==> src/rtl/sd_resp_rx.sv <==
// sd_resp_rx -- SD card CMD-line response receiver.
//
// Armed by a one-cycle rx_en pulse once the command has been sent, the block
// waits up to NCR_MAX cycles for the response start bit on sd_cmd. It then
// shifts in a 48-bit (R1/R3/R6/R7) or 136-bit (R2) frame MSB-first, checks
// the CRC7 and the framing bits, and reports the result with a one-cycle
// done pulse. Results hold until the next accepted rx_en.
//
// Ports:
//   sd_clk      clock; sd_cmd is sampled on the rising edge
//   reset       asynchronous, active-high reset
//   rx_en       arm pulse (ignored unless idle)
//   long_resp   1 = 136-bit R2 frame, 0 = 48-bit frame (sampled with rx_en)
//   skip_crc    1 = do not check the CRC, e.g. R3 (sampled with rx_en)
//   sd_cmd      serial response line, idles high
//   busy        waiting for or receiving a frame
//   done        one-cycle completion pulse
//   timeout     no start bit within NCR_MAX cycles
//   crc_err     received CRC7 differs from the computed CRC7
//   frame_err   transmission bit not 0 or end bit not 1
//   resp_index  command index of a short frame, 6'h3F for a long frame
//   resp_data   short: {96'b0, bits[39:8]}; long: bits[127:0]
module sd_resp_rx #(
  parameter int NCR_MAX = 64
) (
  input  logic         sd_clk,
  input  logic         reset,
  input  logic         rx_en,
  input  logic         long_resp,
  input  logic         skip_crc,
  input  logic         sd_cmd,
  output logic         busy,
  output logic         done,
  output logic         timeout,
  output logic         crc_err,
  output logic         frame_err,
  output logic [5:0]   resp_index,
  output logic [127:0] resp_data
);

  localparam int CW = $clog2(NCR_MAX + 1);
  localparam logic [CW-1:0] NCR_LIM = CW'(NCR_MAX);

  typedef enum logic [1:0] {IDLE, WAIT_START, RECV, DONE} state_t;

  state_t         state_q, state_d;
  logic           long_q, long_d;
  logic           skip_q, skip_d;
  logic [CW-1:0]  wait_q, wait_d;
  logic [7:0]     bit_q, bit_d;
  logic [135:0]   sh_q, sh_d;
  logic [6:0]     crc_q, crc_d;
  logic           timeout_q, timeout_d;
  logic           crc_err_q, crc_err_d;
  logic           frame_err_q, frame_err_d;
  logic [5:0]     idx_q, idx_d;
  logic [127:0]   data_q, data_d;

  // Frame bits including the one being sampled this cycle; on the final
  // cycle this is the complete frame, right-aligned.
  logic [135:0]   full;
  assign full = {sh_q[134:0], sd_cmd};

  // Start bit (always 0) and the R2 reserved bits carry no information.
  logic unused_bits;
  assign unused_bits = ^{sh_q[135], full[135], full[133:128]};

  // One step of the serial CRC7, G(x) = x^7 + x^3 + 1.
  function automatic logic [6:0] crc7_step(input logic [6:0] crc, input logic bit_in);
    logic fb;
    fb = crc[6] ^ bit_in;
    return {crc[5:0], 1'b0} ^ {3'b000, fb, 2'b00, fb};
  endfunction

  always_comb begin
    state_d     = state_q;
    long_d      = long_q;
    skip_d      = skip_q;
    wait_d      = wait_q;
    bit_d       = bit_q;
    sh_d        = sh_q;
    crc_d       = crc_q;
    timeout_d   = timeout_q;
    crc_err_d   = crc_err_q;
    frame_err_d = frame_err_q;
    idx_d       = idx_q;
    data_d      = data_q;

    case (state_q)
      IDLE: begin
        if (rx_en) begin
          long_d      = long_resp;
          skip_d      = skip_crc;
          wait_d      = '0;
          sh_d        = '0;
          crc_d       = '0;
          timeout_d   = 1'b0;
          crc_err_d   = 1'b0;
          frame_err_d = 1'b0;
          idx_d       = '0;
          data_d      = '0;
          state_d     = WAIT_START;
        end
      end

      WAIT_START: begin
        if (!sd_cmd) begin
          // The start bit is 0, so with a zero seed it leaves the CRC at 0;
          // it is covered without an explicit update.
          sh_d    = full;
          bit_d   = long_q ? 8'd134 : 8'd46;
          state_d = RECV;
        end else begin
          wait_d = wait_q + CW'(1);
          if (wait_d == NCR_LIM) begin
            timeout_d = 1'b1;
            state_d   = DONE;
          end
        end
      end

      RECV: begin
        sh_d  = full;
        bit_d = bit_q - 8'd1;
        // bit_q is the frame index of the bit sampled this cycle.
        if (bit_q >= 8'd8 && (!long_q || bit_q <= 8'd127)) begin
          crc_d = crc7_step(crc_q, sd_cmd);
        end
        if (bit_q == 8'd0) begin
          state_d   = DONE;
          crc_err_d = !skip_q && (crc_q != full[7:1]);
          if (long_q) begin
            idx_d       = 6'h3F;
            data_d      = full[127:0];
            frame_err_d = full[134] | ~full[0];
          end else begin
            idx_d       = full[45:40];
            data_d      = {96'b0, full[39:8]};
            frame_err_d = full[46] | ~full[0];
          end
        end
      end

      DONE: begin
        state_d = IDLE;
      end

      default: state_d = IDLE;
    endcase
  end

  always_ff @(posedge sd_clk or posedge reset) begin
    if (reset) begin
      state_q     <= IDLE;
      long_q      <= 1'b0;
      skip_q      <= 1'b0;
      wait_q      <= '0;
      bit_q       <= '0;
      sh_q        <= '0;
      crc_q       <= '0;
      timeout_q   <= 1'b0;
      crc_err_q   <= 1'b0;
      frame_err_q <= 1'b0;
      idx_q       <= '0;
      data_q      <= '0;
    end else begin
      state_q     <= state_d;
      long_q      <= long_d;
      skip_q      <= skip_d;
      wait_q      <= wait_d;
      bit_q       <= bit_d;
      sh_q        <= sh_d;
      crc_q       <= crc_d;
      timeout_q   <= timeout_d;
      crc_err_q   <= crc_err_d;
      frame_err_q <= frame_err_d;
      idx_q       <= idx_d;
      data_q      <= data_d;
    end
  end

  assign busy       = (state_q == WAIT_START) || (state_q == RECV);
  assign done       = (state_q == DONE);
  assign timeout    = timeout_q;
  assign crc_err    = crc_err_q;
  assign frame_err  = frame_err_q;
  assign resp_index = idx_q;
  assign resp_data  = data_q;

endmodule
==> config.mk <==
export PLATFORM = sky130hd
export DESIGN_NAME = sd_resp_rx
export DESIGN_NICKNAME = d
export VERILOG_FILES = /design/src/rtl/sd_resp_rx.sv
export SDC_FILE = /design/constraint.sdc
export NUM_CORES = 1
export LEC_CHECK = 0
export CORE_AREA = 2 2 160 162
export CTS_BUF_LIST = sky130_fd_sc_hd__clkbuf_2 sky130_fd_sc_hd__clkbuf_4 sky130_fd_sc_hd__clkbuf_8
export DETAILED_ROUTE_END_ITERATION = 16
export DIE_AREA = 0 0 162 164
export GPL_TIMING_DRIVEN = 0
export PLACE_DENSITY = 0.74
export SLEW_MARGIN = 20
export SYNTH_ARGS = -nofsm -noshare
export SYNTH_HDL_FRONTEND = slang
export SYNTH_SLANG_ARGS = --single-unit
==> constraint.sdc <==
create_clock -name sd_clk -period 27.1 [get_ports sd_clk]
set_input_delay 4.065 -clock sd_clk [delete_from_list [all_inputs] [get_ports sd_clk]]
set_output_delay 4.065 -clock sd_clk [all_outputs]
set_load 0.01 [all_outputs]
Word-level counts from Yosys, hierarchy flattened
Index checks and enable logic that the tools add are counted.
{"block": "classes", "addsub": 2, "n_lt_le_gt_ge": 2, "n_eq_ne": 12, "n_mux": 33, "bitwise_logic": 5, "reduce_logical": 20}
{"operator": "$pmux 134 s3", "count": 1}
{"operator": "$mux 128", "count": 3}
{"operator": "$mux 134", "count": 2}
{"operator": "$pmux 128 s2", "count": 1}
{"operator": "$pmux 7 s2", "count": 2}
{"operator": "$mux 7", "count": 3}
{"operator": "$mux 6", "count": 3}
{"operator": "$mux 8", "count": 2}
{"operator": "$pmux 8 s2", "count": 1}
{"operator": "$reduce_and 3->1", "count": 5}
{"operator": "$ne 2x2->1 const B", "count": 6}
{"operator": "$pmux 6 s2", "count": 1}
{"operator": "$ge 8x4->1 const B", "count": 1}
{"operator": "$le 8x7->1 const B", "count": 1}
{"operator": "$logic_not 8->1", "count": 1}
{"operator": "$mux 2", "count": 4}
{"operator": "$pmux 2 s4", "count": 1}
{"operator": "$sub 8x1->8 const B", "count": 1}
{"operator": "$add 7x1->7 const B", "count": 1}
{"operator": "$eq 7x7->1 const B", "count": 1}
{"operator": "$ne 7x7->1", "count": 1}
{"operator": "$xor 7x4->7", "count": 1}
{"operator": "$mux 1", "count": 6}
{"operator": "$pmux 1 s2", "count": 3}
{"operator": "other kinds (14)", "count": 22}
{"block": "word_totals", "ff_bits": 297, "inputBits": 6, "out_inout_bits": 139, "elab_cells": 86}

Logic depth before layout (Yosys ltp)
Gate-level depths: netlist of the first run.
{"block": "logic_depth", "ltp_word": 5, "depth_mapped": 10, "depth_no_buf": 6}

Least setup slack after synthesis of the first run
OpenSTA, ideal clock, no wires.
{"block": "synth_path", "kind": "in2reg", "startpoint": "input port sd_cmd", "endpoint": "register sh_q[10]", "t_arrival_ps": 5553, "slack_ps": 21481, "stages": 8, "cell_sequence": "clkbuf_1 and2_1 buf_2 nor3_2 clkbuf_1 clkbuf_1 nand3_1 nand2_1"}
{"block": "synth_via", "elab_chain_cells": 2}
{"item": "start, declared", "line_no": "31", "text": "input logic sd_cmd,"}
{"item": "$ne 2x2->1 (no source line)"}
{"item": "$reduce_and 3->1 (no source line)"}
{"item": "end signal, assigned", "line_no": "159", "text": "sh_q <= '0;"}
{"item": "end signal, assigned", "line_no": "172", "text": "sh_q <= sh_d;"}
{"item": "end, declared", "line_no": "51", "text": "logic [135:0] sh_q, sh_d;"}
No other way between the ends.
A chain may end at the register's enable or synchronous reset.

Worst setup path after layout of the first run
{"block": "layout_path", "startpoint": "input port rx_en", "endpoint": "register idx_q[5], in the netlist resp_index[5]"}
{"block": "layout_via", "elab_chain_cells": 2}
{"item": "start, declared", "line_no": "28", "text": "input logic rx_en,"}
{"item": "$ne 2x2->1 (no source line)"}
{"item": "$reduce_and 3->1 (no source line)"}
{"item": "end signal, assigned", "line_no": "177", "text": "idx_q <= idx_d;"}
{"item": "end, declared", "line_no": "56", "text": "logic [5:0] idx_q, idx_d;"}
No other way between the ends.

==> summary.txt, run 1 <==
Critical path
  – Most used cell, CP: clkbuf_1
  – CP max-delay cell: mux2i_2
  – Setup CP Type: primary input to flop
  – CP cell instances: clkdlybuf4s50_1 > mux2i_2 > clkbuf_1 > clkbuf_1 > o31ai_1
  – Worst setup EP type: flop
  – CP arrival: 6.83 ns
  – Top Family by Delay on Critical Path: buffers and inverters
  – Crit-path max cell delay: 0.79 ns
  – CP startpoint kind: primary input
  – WP data required: 27.52 ns
  – Crit Path Max Fanout: 10
  – Buf/Inv on CP: 3

Drt
  – Drt first pass iters: 7
  – Vias: 11500
  – 1st-iter DRT viols: 920
  – Vias/cell: 5.75
  – Antenna viol nets, final: 0
  – Post-Route WL: 35.6 mm
  – DR WL/cell: 17.8 um
  – DRC Markers: 0

STA
  – Setup TNS: 0 ns
  – Period minus WS final: 6.41 ns
  – Setup violators final: 0
  – Final period util: 23.6%
  – Slew at the pin with the worst max-slew slack: 1.04 ns
  – RSZ-0062 raised after global routing: false
  – Fin. max-slew vios: 0
  – Relative slew slack: 30.8%
  – Highest Clock Rate: 156 MHz
  – Hold Fails Final Rpt: 0
  – Clk_skew: 0.0141 ns

GRT
  – Total gr overflow: 0
  – Initial antenna violation count: 0
  – Vias in the first global route: 11100
  – Largest net degree at the start of global routing: 98
  – All-layer global routing usage: 27.4%
  – Wire length of the first global-routing pass: 58.0 mm

Synth
  – Post-synth top cells: nand2_1, dfrtp_1, nand3_1
  – Ys Warns: 0
  – Post-synthesis simple-gate area fraction: 20.0%
  – Synth top area share: 55.4%
  – Flops & latches, synth: 297
  – Multiplexer share of the synthesized area: 3.32%
  – Adder-cell share of the synthesized area: 0.652%
  – XOR/XNOR Fraction of Synth Area: 0.652%
  – Main combinational cell family by area after synthesis: simple AND/OR/NAND/NOR gates
  – Post-synthesis sequential area ratio: 55.4%
  – Post-synth EDFFs: 0
  – Ys async rst share: 100%
  – Synth Flop Type: dfrtp_1
  – Synth area leader: dfrtp_1
  – Distinct cells, synth: 46
  – Mapped Cells: 1435
  – Most numerous cell in the Yosys netlist: nand2_1
  – Post-Syn Area: 0.0134 mm^2
  – Compound-cell area share of the yosys netlist: 15.0%
  – Syn Area/Cell: 9.35 um^2
  – Main area contributors after synthesis: dfrtp_1, nand2_1, nand3_1
  – Syn nets: 1448

Clock tree
  – Num CTS Buffers: 48
  – # H-tree levels: 2
  – Setup Fix Bufs, Post-CTS: 0
  – Clock tree from TritonCTS: yes
  – Clock Pin Slew Worst Setup and Hold Paths: 0.06 ns
  – Clk root buf: clkbuf_8
  – Clock buffer depth: 3
  – Hold-fix buffers at CTS: 0
  – Clk_lat worst skew: 0.57 ns
  – CTS sink cnt: 297
  – Post-cts gate resize count: 0

Job
  – Max-Cap Viols: 0

Floorplan
  – I/O Pins: 145
  – Die X: 162 um
  – Die area: 0.0266 mm^2
  – Total core area: 0.0248 mm^2
  – Die height: 164 um
  – Row count: 58
  – Starting Density: 54.1%

Pwr
  – Tot Pwr: 1.47 mW
  – LEAKAGE: 7.44 nW
  – Worst vdd ir: 0.0453 mV
  – PwrDens: 89.7 mW/mm^2

Final layout
  – Final cell count without fillers: 1994
  – Layout cells sized above 1: 9.13%
  – Synth-to-Final Area Change: 21.9%
  – Fin nets: 1644
  – Ant diodes: 0

Place
  – Placed Instances: 1911
  – Input/output buffers: 143
  – GP Congestion: 0.865
  – DPL Wire Length: 24.2 mm

Status
  – Status: completed

Hold path
  – Worst Hold Class: flop to flop
flip-flops by register name, indices dropped and copies added, names as in the netlist:
name        count
sh_q          134
resp_data     128
bit_q           8
crc_q           7
wait_q          7
resp_index      6
state_q         2
crc_err         1
frame_err       1
long_q          1
skip_q          1
timeout         1
layout make-up:
cell class / count / area [um^2]
sequential: 297 / 7430
fill: 2034 / 8450
inverter: 6 / 30.0
multi-input combinational: 991 / 5330
tap: 330 / 413
buffer: 141 / 643
timing repair buffer: 146 / 1510
clock inverter: 2 / 16.3
clock buffer: 81 / 990
worst reg2reg max path, stage by stage (launching register included):
cell      delay [ns]
dfrtp_1         0.40
inv_1           0.10
ha_1            0.21
clkbuf_1        0.21
mux2i_2         0.78
clkbuf_1        0.78
clkbuf_1        0.52
o31ai_1         0.16
kinds of logic (layout without fill, tap and decap cells):
logic type                 Yosys count  after routing
DFF                                297            297
AOI/OAI and AO/OA                  321            321
and+or+nand+nor                    613            613
xor gates and xnor gates            10             10
buffers and inverters              147            376
adders and majority gates            7              7
muxes                               40             40
cells in the final DEF, fill, tap and decap left out, types with 2 or more instances in the layout:
| master | netlist | final |
|---|---|---|
| mux2i_1 | 4 | 3 |
| nand4_1 | 2 | 2 |
| buf_1 | 2 | 2 |
| clkdlybuf4s50_1 | 0 | 143 |
| buf_16 | 0 | 3 |
| buf_6 | 13 | 13 |
| a21oi_1 | 3 | 3 |
| buf_2 | 13 | 13 |
| nand2b_1 | 3 | 3 |
| and3_1 | 4 | 4 |
| nand3_1 | 236 | 236 |
| a211oi_1 | 2 | 2 |
| a41oi_1 | 2 | 2 |
| o21ai_1 | 2 | 2 |
| or3_1 | 3 | 3 |
| xnor2_1 | 5 | 5 |
| and2_1 | 2 | 2 |
| clkbuf_4 | 0 | 20 |
| a22o_1 | 3 | 3 |
| nor2b_1 | 3 | 3 |
| nor2_1 | 16 | 16 |
| nand2_1 | 331 | 331 |
| clkbuf_8 | 0 | 61 |
| o21ai_0 | 161 | 161 |
| inv_1 | 6 | 5 |
| xor2_1 | 5 | 5 |
| nor3b_1 | 2 | 2 |
| o2bb2ai_1 | 2 | 2 |
| dfrtp_1 | 297 | 297 |
| nand3b_1 | 2 | 2 |
| o31ai_1 | 135 | 135 |
| clkbuf_1 | 113 | 113 |
| o211ai_1 | 2 | 2 |
| mux2_2 | 35 | 35 |
| ha_1 | 7 | 7 |
| nor3_1 | 5 | 5 |
where the power goes:
part / switching (mW) / internal (mW)
Sequential: 0.0188 / 0.460
Clock: 0.175 / 0.228
Combinational: 0.459 / 0.128
Total: 0.652 / 0.816
final timing paths:
check                                        from                         end  slack (ns)  cells past startpoint
hold reg to reg             sh_q[130]$_DFFE_PP0P_       sh_q[130]$_DFFE_PP0P_        0.47                      2
setup reg to reg           state_q[0]$_DFFE_PP0P_   resp_index[5]$_DFFE_PP0P_       23.80                      7
min in group asynchronous                   reset   resp_data[59]$_DFFE_PP0P_        3.84                      2
hold / removal              sh_q[130]$_DFFE_PP0P_       sh_q[130]$_DFFE_PP0P_        0.47                      2
setup / recovery                            rx_en   resp_index[5]$_DFFE_PP0P_       20.69                      5
max in group asynchronous                   reset  resp_data[113]$_DFFE_PP0P_       22.09                      4
through the flow:
step / setup slack [ns] / hold slack [ns] / utilization, % / cell area [um^2]
after CTS: 20.78 / 0.473 / 65.9 / 16400
after floorplan: 14.83 / 0.438 / - / 13400
after detailed placement: 20.22 / 0.460 / 61.9 / 15400
final: 20.69 / 0.470 / 65.9 / 16400
after global placement: 11.28 / 0.452 / 61.5 / 15300
after global routing: 20.63 / 0.513 / 65.9 / 16400
per-layer routing:
| layer | part of all wire, % | up-vias | track usage, % |
|---|---|---|---|
| met5 | 0 | - | 0 |
| met4 | 3.2 | 0 | 10.2 |
| met3 | 7.0 | 84 | 5.93 |
| met2 | 46 | 395 | 42.8 |
| met1 | 44 | 5537 | 38.0 |
| li1 | - | 5440 | - |
No activity file was read; power rests on OpenSTA's default activity.
==> inputs of run 2 (changes only) <==
==> constraint.sdc (replaced) <==
create_clock -name sd_clk -period 5.95 [get_ports sd_clk]
set_input_delay 0.8925 -clock sd_clk [delete_from_list [all_inputs] [get_ports sd_clk]]
set_output_delay 0.8925 -clock sd_clk [all_outputs]
set_load 0.01 [all_outputs]
==> run 2 against run 1 <==
Against the previous run: sequential power grew to 4.6 times the previous value; clock power rose to 4.8 times the previous value; worst hold slack better by 0.0011 ns; critical endpoint is now resp_data[68]$_DFFE_PP0P_; largest cell class unchanged; largest power group unchanged.
==> summary.txt, run 2 (synthesized netlist as in run 1, its figures left out) <==
Hold path
  – Worst Hold Class: flop to flop
  – Hold Crit Start: sh_q[128]$_DFFE_PP0P_
  – Worst Hold Path Cells: 2

Clock tree
  – Clk_lat worst skew: 0.58 ns
  – Num CTS Buffers: 48
  – Clock Pin Slew Worst Setup and Hold Paths: 0.07 ns
  – Hold-fix buffers at CTS: 0
  – Setup Fix Bufs, Post-CTS: 0
  – CTS sink cnt: 297
  – Clock tree from TritonCTS: yes
  – Clock buffer depth: 3
  – Post-cts gate resize count: 0
  – # H-tree levels: 2
  – Clk root buf: clkbuf_8

Place
  – Post-DP Area: 0.0155 mm^2
  – Placed Instances: 1918
  – GP Congestion: 0.876
  – Input/output buffers: 143
  – DPL Wire Length: 24.7 mm

Drt
  – Antenna viol nets, final: 0
  – Drt first pass iters: 6
  – Post-Route WL: 36.2 mm
  – DR WL/cell: 18.1 um
  – Vias/cell: 5.77
  – 1st-iter DRT viols: 1023
  – DRC Markers: 0
  – Vias: 11600

Final layout
  – Fin nets: 1651
  – Fill cell count: 2013
  – Finished Cell Area: 0.0165 mm^2
  – Synth-to-Final Area Change: 23.2%
  – Most flops, register: sh_q
  – Final cell count without fillers: 2002
  – Layout cells sized above 1: 9.57%
  – Ant diodes: 0
  – Commonest non-fill, non-tap cell in the layout: nand2_1
  – Commonest non-fill, non-tap cells in the layout: nand2_1, dfrtp_1, nand3_1
  – Largest register FFs: 134

STA
  – Highest Clock Rate: 307 MHz
  – Setup TNS: 0 ns
  – Clk_skew: 0.0188 ns
  – RSZ-0062 raised after global routing: false
  – Hold Fails Final Rpt: 0
  – Period minus WS final: 3.26 ns
  – Final period util: 54.8%
  – Slew at the pin with the worst max-slew slack: 1.05 ns
  – Relative slew slack: 29.8%
  – Setup violators final: 0
  – Fin. max-slew vios: 0

Critical path
  – Buf/Inv on CP: 4
  – CP cell instances: inv_1 > ha_1 > buf_2 > mux2i_2 > clkbuf_1 > clkbuf_1 > o21ai_0 > o31ai_1
  – CP max-delay cell: clkbuf_1
  – Worst Reg-to-Reg Cells: 8
  – Most used cell, CP: clkbuf_1
  – Setup CP Type: flop to flop
  – Top Family by Delay on Critical Path: buffers and inverters
  – Crit-path max cell delay: 0.85 ns
  – Crit Path Max Fanout: 10
  – Worst reg2reg path startpoint: state_q[0]$_DFFE_PP0P_
  – CP arrival: 3.72 ns
  – CP startpoint kind: flop
  – Worst setup EP type: flop
  – CP startpoint: state_q[0]$_DFFE_PP0P_
  – Worst path depth: 8
  – WP data required: 6.41 ns
  – R2R setup slack: 2.69 ns

GRT
  – Initial antenna violation count: 0
  – Vias in the first global route: 11300
  – Total gr overflow: 0
  – Wire length of the first global-routing pass: 59.5 mm
  – All-layer global routing usage: 27.9%
  – Largest net degree at the start of global routing: 34

Floorplan
  – I/O Pins: 145
  – Die height: 164 um
  – Die area: 0.0266 mm^2
  – Starting Density: 54.1%
  – Row count: 58
  – Total core area: 0.0248 mm^2
  – Die X: 162 um

Job
  – Max-Cap Viols: 0

Pwr
  – PwrDens: 413 mW/mm^2
  – Worst vdd ir: 0.292 mV
  – LEAKAGE: 7.52 nW

Status
  – Status: completed
-- run 2: path summary, 6_finish.rpt --
path,endpoint
worst min-delay path,sh_q[128]$_DFFE_PP0P_
worst max-delay path,resp_data[68]$_DFFE_PP0P_
max in group asynchronous,sh_q[93]$_DFFE_PP0P_
min in group asynchronous,crc_q[4]$_DFFE_PP0P_
worst min register to register,sh_q[128]$_DFFE_PP0P_
worst max register to register,resp_data[68]$_DFFE_PP0P_
-- run 2: cell type report --
type	instances	area, um^2	share of cell area [%]
Multi-Input combinational cell	991	5330	32.2
Clock inverter	5	78.8	0.477
Timing Repair Buffer	153	1630	9.86
Buffer	141	643	3.89
Inverter	6	26.3	0.159
Clock buffer	79	987	5.97
Tap cell	330	413	2.50
Sequential cell	297	7430	44.9
-- run 2: per-layer routing --
layer  vias to the layer above  wire length (um)  global-route usage [%]
met5                         -                 0                       0
met3                        82              2400                    6.24
met1                      5667             16100                    38.5
met4                         0              1110                    9.49
met2                       372             16600                    44.0
li1                       5434                 -                       -
-- run 2: worst min-delay path: stages, from the launching register on --
cell and delay, ns:
dfrtp_1 0.34, nand2_1 0.05, nand2_1 0.05
-- run 2: metrics by stage --
stage	hold slack, ns	util (%)	power, mW	setup WS, ns
final	0.471	66.6	6.82	2.69
after global routing	0.506	66.6	7.20	2.60
after CTS	0.473	66.6	6.80	2.78
after detailed placement	0.457	62.4	4.86	2.33
after global placement	0.451	61.5	4.80	-0.987
after floorplan	0.438	-	3.97	1.11
-- run 2: power breakdown --
part / switching (mW) / leakage [nW] / total, mW / internal [mW]
combinational: 2.11 / 2.83 / 2.70 / 0.589
clock: 0.813 / 0.567 / 1.94 / 1.13
sequential: 0.0851 / 4.12 / 2.18 / 2.10
